===== config.mk =====
export PLATFORM = sky130hd
export DESIGN_NAME = ring_station
export DESIGN_NICKNAME = d
export VERILOG_FILES = /design/src/rtl/md_ring_pkg.sv /design/src/rtl/ring_inj_fifo.sv /design/src/rtl/ring_station.sv
export SDC_FILE = /design/constraint.sdc
export NUM_CORES = 1
export LEC_CHECK = 0
export BUFFER_PORTS_ARGS = -buffer_cell sky130_fd_sc_hd__buf_2
export CORE_MARGIN = 3
export CORE_UTILIZATION = 40
export CTS_CLUSTER_SIZE = 25
export DETAILED_ROUTE_END_ITERATION = 10
export HOLD_SLACK_MARGIN = 0.03
export PLACE_DENSITY_LB_ADDON = 0.15
export SYNTH_ARGS = -nofsm -noshare
export SYNTH_HDL_FRONTEND = slang
export SYNTH_HIERARCHICAL = 1
export SYNTH_SLANG_ARGS = --single-unit

===== constraint.sdc =====
create_clock -name clk -period 8.4 [get_ports clk]
set_clock_uncertainty 0.05 [all_clocks]
set_input_delay 0.84 -clock clk [delete_from_list [all_inputs] [get_ports clk]]
set_output_delay 0.84 -clock clk [all_outputs]
set_load 0.02 [all_outputs]

===== src/rtl/md_ring_pkg.sv =====
// Shared types and helpers for the force-writeback ring: default packet
// geometry, the packed packet layout, and small field/counter helpers.
package md_ring_pkg;

    localparam int NUM_CELLS         = 64;
    localparam int DATA_WIDTH        = 32;
    localparam int PARTICLE_ID_WIDTH = 7;
    localparam int NODE_ID_WIDTH     = $clog2(NUM_CELLS);
    localparam int FORCE_DATA_WIDTH  = 3*DATA_WIDTH + PARTICLE_ID_WIDTH;
    localparam int PACKET_WIDTH      = FORCE_DATA_WIDTH + NODE_ID_WIDTH;

    // Destination sits in the MSBs; the remainder is the ejected payload.
    typedef struct packed {
        logic [NODE_ID_WIDTH-1:0]     dst;
        logic [PARTICLE_ID_WIDTH-1:0] pid;
        logic [DATA_WIDTH-1:0]        fx;
        logic [DATA_WIDTH-1:0]        fy;
        logic [DATA_WIDTH-1:0]        fz;
    } ring_pkt_t;

    function automatic logic [NODE_ID_WIDTH-1:0] pkt_dst(input ring_pkt_t p);
        return p.dst;
    endfunction

    function automatic logic [31:0] sat_inc32(input logic [31:0] v, input logic en);
        if (en && (v != 32'hFFFF_FFFF)) begin
            return v + 32'd1;
        end else begin
            return v;
        end
    endfunction

endpackage


===== src/rtl/ring_inj_fifo.sv =====
// Injection FIFO for one ring stop: show-ahead head, registered count-derived
// full/empty flags. A write while full is dropped even if a read occurs.
module ring_inj_fifo #(
    parameter int WIDTH = 8,
    parameter int DEPTH = 4
) (
    input  logic             clk,
    input  logic             rst,
    input  logic             wr_en,
    input  logic [WIDTH-1:0] wr_data,
    input  logic             rd_en,
    output logic [WIDTH-1:0] head,
    output logic             full,
    output logic             empty
);
    import md_ring_pkg::*;

    localparam int AW = $clog2(DEPTH);
    localparam int CW = AW + 1;

    logic [WIDTH-1:0] mem_r [DEPTH];
    logic [AW-1:0]    wr_ptr_r;
    logic [AW-1:0]    rd_ptr_r;
    logic [CW-1:0]    count_r;
    logic [CW-1:0]    count_nx_s;
    logic             full_r;
    logic             empty_r;
    logic             do_wr_s;
    logic             do_rd_s;

    assign do_wr_s = wr_en && !full_r;
    assign do_rd_s = rd_en && !empty_r;
    assign head    = mem_r[rd_ptr_r];
    assign full    = full_r;
    assign empty   = empty_r;

    // Next occupancy from the accepted write/read pair.
    always_comb begin
        count_nx_s = count_r;
        case ({do_wr_s, do_rd_s})
            2'b10:   count_nx_s = count_r + CW'(1);
            2'b01:   count_nx_s = count_r - CW'(1);
            default: count_nx_s = count_r;
        endcase
    end

    // Storage array; contents need no reset since flags gate every read.
    always_ff @(posedge clk) begin
        if (do_wr_s) begin
            mem_r[wr_ptr_r] <= wr_data;
        end
    end

    // Pointers, count and flags; pointers wrap naturally at a power-of-2 depth.
    always_ff @(posedge clk) begin
        if (rst) begin
            wr_ptr_r <= '0;
            rd_ptr_r <= '0;
            count_r  <= '0;
            full_r   <= 1'b0;
            empty_r  <= 1'b1;
        end else begin
            if (do_wr_s) begin
                wr_ptr_r <= wr_ptr_r + AW'(1);
            end
            if (do_rd_s) begin
                rd_ptr_r <= rd_ptr_r + AW'(1);
            end
            count_r <= count_nx_s;
            full_r  <= (count_nx_s == CW'(DEPTH));
            empty_r <= (count_nx_s == CW'(0));
        end
    end

endmodule


===== src/rtl/ring_station.sv =====
// One stop of the unidirectional force-writeback ring: transit forwarding,
// local injection into free slots, and ejection to the force cache.
// Optional statistics counters are built when RING_STATION_STATS_EN is defined.
module ring_station #(
    parameter int NUM_CELLS         = 64,
    parameter int NODE_ID           = 0,
    parameter int DATA_WIDTH        = 32,
    parameter int PARTICLE_ID_WIDTH = 7,
    parameter int NODE_ID_WIDTH     = $clog2(NUM_CELLS),
    parameter int FORCE_DATA_WIDTH  = 3*DATA_WIDTH + PARTICLE_ID_WIDTH,
    parameter int PACKET_WIDTH      = FORCE_DATA_WIDTH + NODE_ID_WIDTH,
    parameter int INJ_FIFO_DEPTH    = 4
) (
    input  logic                        clk,
    input  logic                        rst,
    input  logic [PACKET_WIDTH-1:0]     local_pkt_in,
    input  logic                        local_pkt_valid,
    output logic                        local_ready,
    input  logic [PACKET_WIDTH-1:0]     ring_in,
    input  logic                        ring_in_valid,
    output logic [PACKET_WIDTH-1:0]     ring_out,
    output logic                        ring_out_valid,
    output logic [FORCE_DATA_WIDTH-1:0] eject_data,
    output logic                        eject_valid,
    output logic                        injection_empty,
    output logic [4*32-1:0]             stat_count
);
    import md_ring_pkg::*;

    localparam logic [NODE_ID_WIDTH-1:0] MY_ID = NODE_ID_WIDTH'(NODE_ID);

    logic [PACKET_WIDTH-1:0]     head_s;
    logic                        fifo_full_s;
    logic                        fifo_empty_s;
    logic                        pop_s;
    logic                        ring_hit_s;
    logic                        head_hit_s;

    logic [PACKET_WIDTH-1:0]     ring_out_nx_s;
    logic                        ring_out_valid_nx_s;
    logic [FORCE_DATA_WIDTH-1:0] eject_data_nx_s;
    logic                        eject_valid_nx_s;

    logic [PACKET_WIDTH-1:0]     ring_out_r;
    logic                        ring_out_valid_r;
    logic [FORCE_DATA_WIDTH-1:0] eject_data_r;
    logic                        eject_valid_r;

    ring_inj_fifo #(
        .WIDTH (PACKET_WIDTH),
        .DEPTH (INJ_FIFO_DEPTH)
    ) u_fifo (
        .clk     (clk),
        .rst     (rst),
        .wr_en   (local_pkt_valid),
        .wr_data (local_pkt_in),
        .rd_en   (pop_s),
        .head    (head_s),
        .full    (fifo_full_s),
        .empty   (fifo_empty_s)
    );

    assign ring_hit_s      = (ring_in[PACKET_WIDTH-1 -: NODE_ID_WIDTH] == MY_ID);
    assign head_hit_s      = !fifo_empty_s && (head_s[PACKET_WIDTH-1 -: NODE_ID_WIDTH] == MY_ID);
    assign local_ready     = !fifo_full_s;
    assign injection_empty = fifo_empty_s && !local_pkt_valid;

    assign ring_out        = ring_out_r;
    assign ring_out_valid  = ring_out_valid_r;
    assign eject_data      = eject_data_r;
    assign eject_valid     = eject_valid_r;

    // Slot arbitration: ring traffic first, then the FIFO head. Idle data is zeroed.
    always_comb begin
        ring_out_nx_s       = '0;
        ring_out_valid_nx_s = 1'b0;
        eject_data_nx_s     = '0;
        eject_valid_nx_s    = 1'b0;
        pop_s               = 1'b0;
        if (ring_in_valid && ring_hit_s) begin
            eject_valid_nx_s = 1'b1;
            eject_data_nx_s  = ring_in[FORCE_DATA_WIDTH-1:0];
            // The freed slot takes the head unless it also wants the busy eject port.
            if (!fifo_empty_s && !head_hit_s) begin
                ring_out_nx_s       = head_s;
                ring_out_valid_nx_s = 1'b1;
                pop_s               = 1'b1;
            end else begin
                pop_s = 1'b0;
            end
        end else if (ring_in_valid) begin
            ring_out_nx_s       = ring_in;
            ring_out_valid_nx_s = 1'b1;
        end else if (!fifo_empty_s) begin
            pop_s = 1'b1;
            if (head_hit_s) begin
                eject_valid_nx_s = 1'b1;
                eject_data_nx_s  = head_s[FORCE_DATA_WIDTH-1:0];
            end else begin
                ring_out_nx_s       = head_s;
                ring_out_valid_nx_s = 1'b1;
            end
        end else begin
            ring_out_valid_nx_s = 1'b0;
            eject_valid_nx_s    = 1'b0;
        end
    end

    // Registered ring and eject outputs.
    always_ff @(posedge clk) begin
        if (rst) begin
            ring_out_r       <= '0;
            ring_out_valid_r <= 1'b0;
            eject_data_r     <= '0;
            eject_valid_r    <= 1'b0;
        end else begin
            ring_out_r       <= ring_out_nx_s;
            ring_out_valid_r <= ring_out_valid_nx_s;
            eject_data_r     <= eject_data_nx_s;
            eject_valid_r    <= eject_valid_nx_s;
        end
    end

`ifdef RING_STATION_STATS_EN
    logic        inject_ev_s;
    logic        eject_ev_s;
    logic        fwd_ev_s;
    logic        stall_ev_s;
    logic [31:0] stat_inject_r;
    logic [31:0] stat_eject_r;
    logic [31:0] stat_fwd_r;
    logic [31:0] stat_stall_r;

    // Event decode from the same-cycle arbitration decision.
    always_comb begin
        inject_ev_s = pop_s && !head_hit_s;
        eject_ev_s  = eject_valid_nx_s;
        fwd_ev_s    = ring_in_valid && !ring_hit_s;
        stall_ev_s  = ring_in_valid && !ring_hit_s && !fifo_empty_s;
    end

    // Saturating event counters.
    always_ff @(posedge clk) begin
        if (rst) begin
            stat_inject_r <= 32'd0;
            stat_eject_r  <= 32'd0;
            stat_fwd_r    <= 32'd0;
            stat_stall_r  <= 32'd0;
        end else begin
            stat_inject_r <= sat_inc32(stat_inject_r, inject_ev_s);
            stat_eject_r  <= sat_inc32(stat_eject_r,  eject_ev_s);
            stat_fwd_r    <= sat_inc32(stat_fwd_r,    fwd_ev_s);
            stat_stall_r  <= sat_inc32(stat_stall_r,  stall_ev_s);
        end
    end

    assign stat_count = {stat_stall_r, stat_fwd_r, stat_eject_r, stat_inject_r};
`else
    assign stat_count = '0;
`endif

endmodule

==> results_dict.tcl <==
set metrics [dict create \
    synth.most_common_cell "edfxtp_1" \
    finalSetupViolations 0 \
    cts_setup_buffers 0 \
    syn_area_per_cell_um2 15.50 \
    fp-row-count 94 \
    yosys_warnings 6 \
    cts.sinks 661 \
    cts_tree "yes" \
    async_reset_ff_frac 0 \
    worst-endpoint-arrival_ns 4.91 \
    p_leak_nw 11.73 \
    start_util 0.4068 \
    ctsHtreeMaxLevel 3 \
    dr.first_iter.drc_count 990 \
    outcome "complete, no violations" \
    startpoint_type "flip-flop" \
    die_width_um 265.5 \
    mappedNetlistArea_um2 26940 \
    synth_top_family_by_area "multiplexers" \
    io_buffers 437 \
    synth_top_area_frac 0.4860 \
    rsz0062_at_grt "false" \
    critPathTopFamily "simple AND/OR/NAND/NOR gates" \
    grt_usage 0.2009 \
    rrSetupSlack_ns 3.93 \
    tns_ns 0 \
    slowest_stage "dfxtp_4" \
    synthCells 1738 \
    drc 0 \
    drtAntennaViolNets 0 \
    antenna_found_initial 26 \
    gp_congestion 0.7456 \
    endpoint_kind "flip-flop" \
    synth_fa_ha_area_frac 0.003066 \
    n_fill_cell 5736 \
    cpPeakStageDelay_ns 0.98 \
    whs_ns 0.4016 \
    routed_wl_mm 71.68 \
    netlist_top_cells_count "436 x edfxtp_1, 225 x dfxtp_1, 129 x buf_4, 109 x mux4_2, 107 x clkbuf_1" \
    hold_class "input port to flip-flop" \
    multi_input_area_um2 8160 \
    grt.overflow.total 0 \
    clockBufferDepth 3 \
    ys_ff_latch 661 \
    max_freq_ghz 0.2235 \
    grt_pass1_vias 16700 \
    vias 16000 \
    slew_headroom 0.2068 \
    dp_hpwl_mm 44.92 \
    yosysSeqAreaShare 0.6533 \
    synth_edf_count 436 \
    drt_first_pass_iters 5 \
    synth_xor_area_frac 0.001626 \
    clkTransAtPathRegs_ns 0.06 \
    synth_compound_area_frac 0.07469 \
    worstSetupPathType "flip-flop to flip-flop" \
    p_per_area_nw_per_um2 247.9 \
    syn_to_final_growth_pct 18.09 \
    synthTopCellsByArea "edfxtp_1 49%, dfxtp_1 17%, mux4_2 9.1%, mux2i_1 3.9%, buf_4 3.6%" \
    crit_chain "mux4_2 -> or4_4 -> o211ai_1 -> a21oi_1 -> nor2b_1 -> ha_1 -> fa_1 -> xnor2_1 -> or4_1 -> o311a_1" \
    boundaryPins 566 \
    fp.dieH_um 265.5 \
    wl_per_cell_um 23.45 \
    cp_max_fo 46 \
    ys_types 38 \
    synth_top_area_cell "edfxtp_1" \
    seq_area_um2 17600 \
    post-route-period-util 0.5326 \
    vias_per_cell 5.235 \
    finalHoldViolations 0 \
    max-cap-violations 0 \
    grt_start_max_net_pins 79 \
    grt_first_pass_wirelength_mm 106.2 \
    core_area_um2 66220 \
    cts_made_buffers 73 \
    finalWorstPathRequiredPeriod_ns 4.474 \
    synthFlopType "edfxtp_1" \
    critPathBufInv 0 \
    root_buffer "clkbuf_16" \
    clkLatencyLatePin_ns 0.60 \
    synthSimpleGateAreaFrac 0.07409 \
    nets 2345 \
    postCtsHoldBufs 0 \
    die_area_um2 70490 \
    synth.area.mux_share 0.1302 \
    crit_required_ns 8.84 \
    fin_area_um2 31810 \
    drive_gt1_frac 0.3528 \
    ctsResizeCount 0 \
    placed_area_um2 29230 \
    peakVddDrop_uv 139.8 \
    tightest_slew_ns 1.190 \
    slew_violations 0 \
]
[state kept, by name, summed over array words and instances (netlist names), named ones only]
register / cells
u_fifo/rd_ptr_r: 2
u_fifo/full: 1
eject_data: 103
u_fifo/mem_r: 436
u_fifo/count_r: 3
u_fifo/wr_ptr_r: 2
u_fifo/empty: 1
ring_out: 109
eject_valid: 1
ring_out_valid: 1
[kinds of logic (layout without fill, tap and decap cells)]
kind of cell    Yosys count  in the layout
compound gates          221            221
simple gates            343            343
flops                   661            661
xor+xnor                  5              5
mux                     214            214
fa+ha+maj                 6              6
buf+inv                 287            599
other cells               1            144
[per-stage QoR]
stage | util | instances | setup WS [ns] | total power [mW]
2_1_floorplan | - | 1865 | 4.138 | 4.390
3_3_place_gp | 0.4414 | 2906 | 3.864 | 4.631
3_5_place_dp | 0.4414 | 2906 | 3.834 | 4.646
4_1_cts | 0.4798 | 3041 | 3.817 | 7.991
5_1_grt | 0.4802 | 3051 | 3.538 | 8.189
6_report | 0.4804 | 3057 | 3.926 | 7.885
[layout make-up]
type                    instances  area share
flip-flops and latches        661      0.5534
multi-input cells             917      0.2565
repair buffers                459     0.07422
clock buffers                 100     0.06691
well taps                     864     0.03398
clock inverters                35     0.01306
diodes                         16    0.001259
inverters                       5   0.0006293
[layer usage]
| metal | routed length (um) | global-route usage | vias to the layer above |
|---|---|---|---|
| met5 | 139 | 0 | - |
| met2 | 36360 | 0.3467 | 534 |
| met4 | 1707 | 0.06407 | 22 |
| li1 | - | - | 7242 |
| met1 | 28700 | 0.2480 | 8083 |
| met3 | 4774 | 0.05143 | 121 |
[report_power, final]
part	switching, mW	internal, mW
clock	1.27	2.05
sequential	0.0596	3.65
combinational	0.563	0.285
total	1.90	5.99
[placed cells by master (no fill, tap or decap), types with 3 or more instances in the layout]
cell type     n
clkinv_1      7
or4_1       105
ha_1          5
clkbuf_16    78
inv_1         4
clkinvlp_4    5
nand2b_1    103
a32o_1        6
nand2_1     105
or2_4         3
diode_2      16
o211ai_1    104
nor2_1       10
bufinv_16     9
a21oi_1       4
xnor2_1       3
mux2i_1     105
mux4_2      109
buf_2       435
o31ai_1      33
clkbuf_1     12
nor2b_1       5
buf_4        23
conb_1      128
edfxtp_1    436
clkbuf_8      9
clkinv_2     13
o31ai_2      70
and2_4        4
dfxtp_1     223
[worst paths after layout]
kind | start | endpoint | depth (start not counted)
setup / recovery | flip-flop | u_fifo/empty$_SDFF_PP1_ | 10
hold / removal | local_pkt_in[4] | u_fifo/mem_r[0][4]$_DFFE_PP_ | 1
setup reg to reg | flip-flop | u_fifo/empty$_SDFF_PP1_ | 10
hold reg to reg | u_fifo/rd_ptr_r[1]$_SDFFE_PP0N_ | u_fifo/rd_ptr_r[1]$_SDFFE_PP0N_ | 2
No activity file was read; power rests on OpenSTA's default activity.
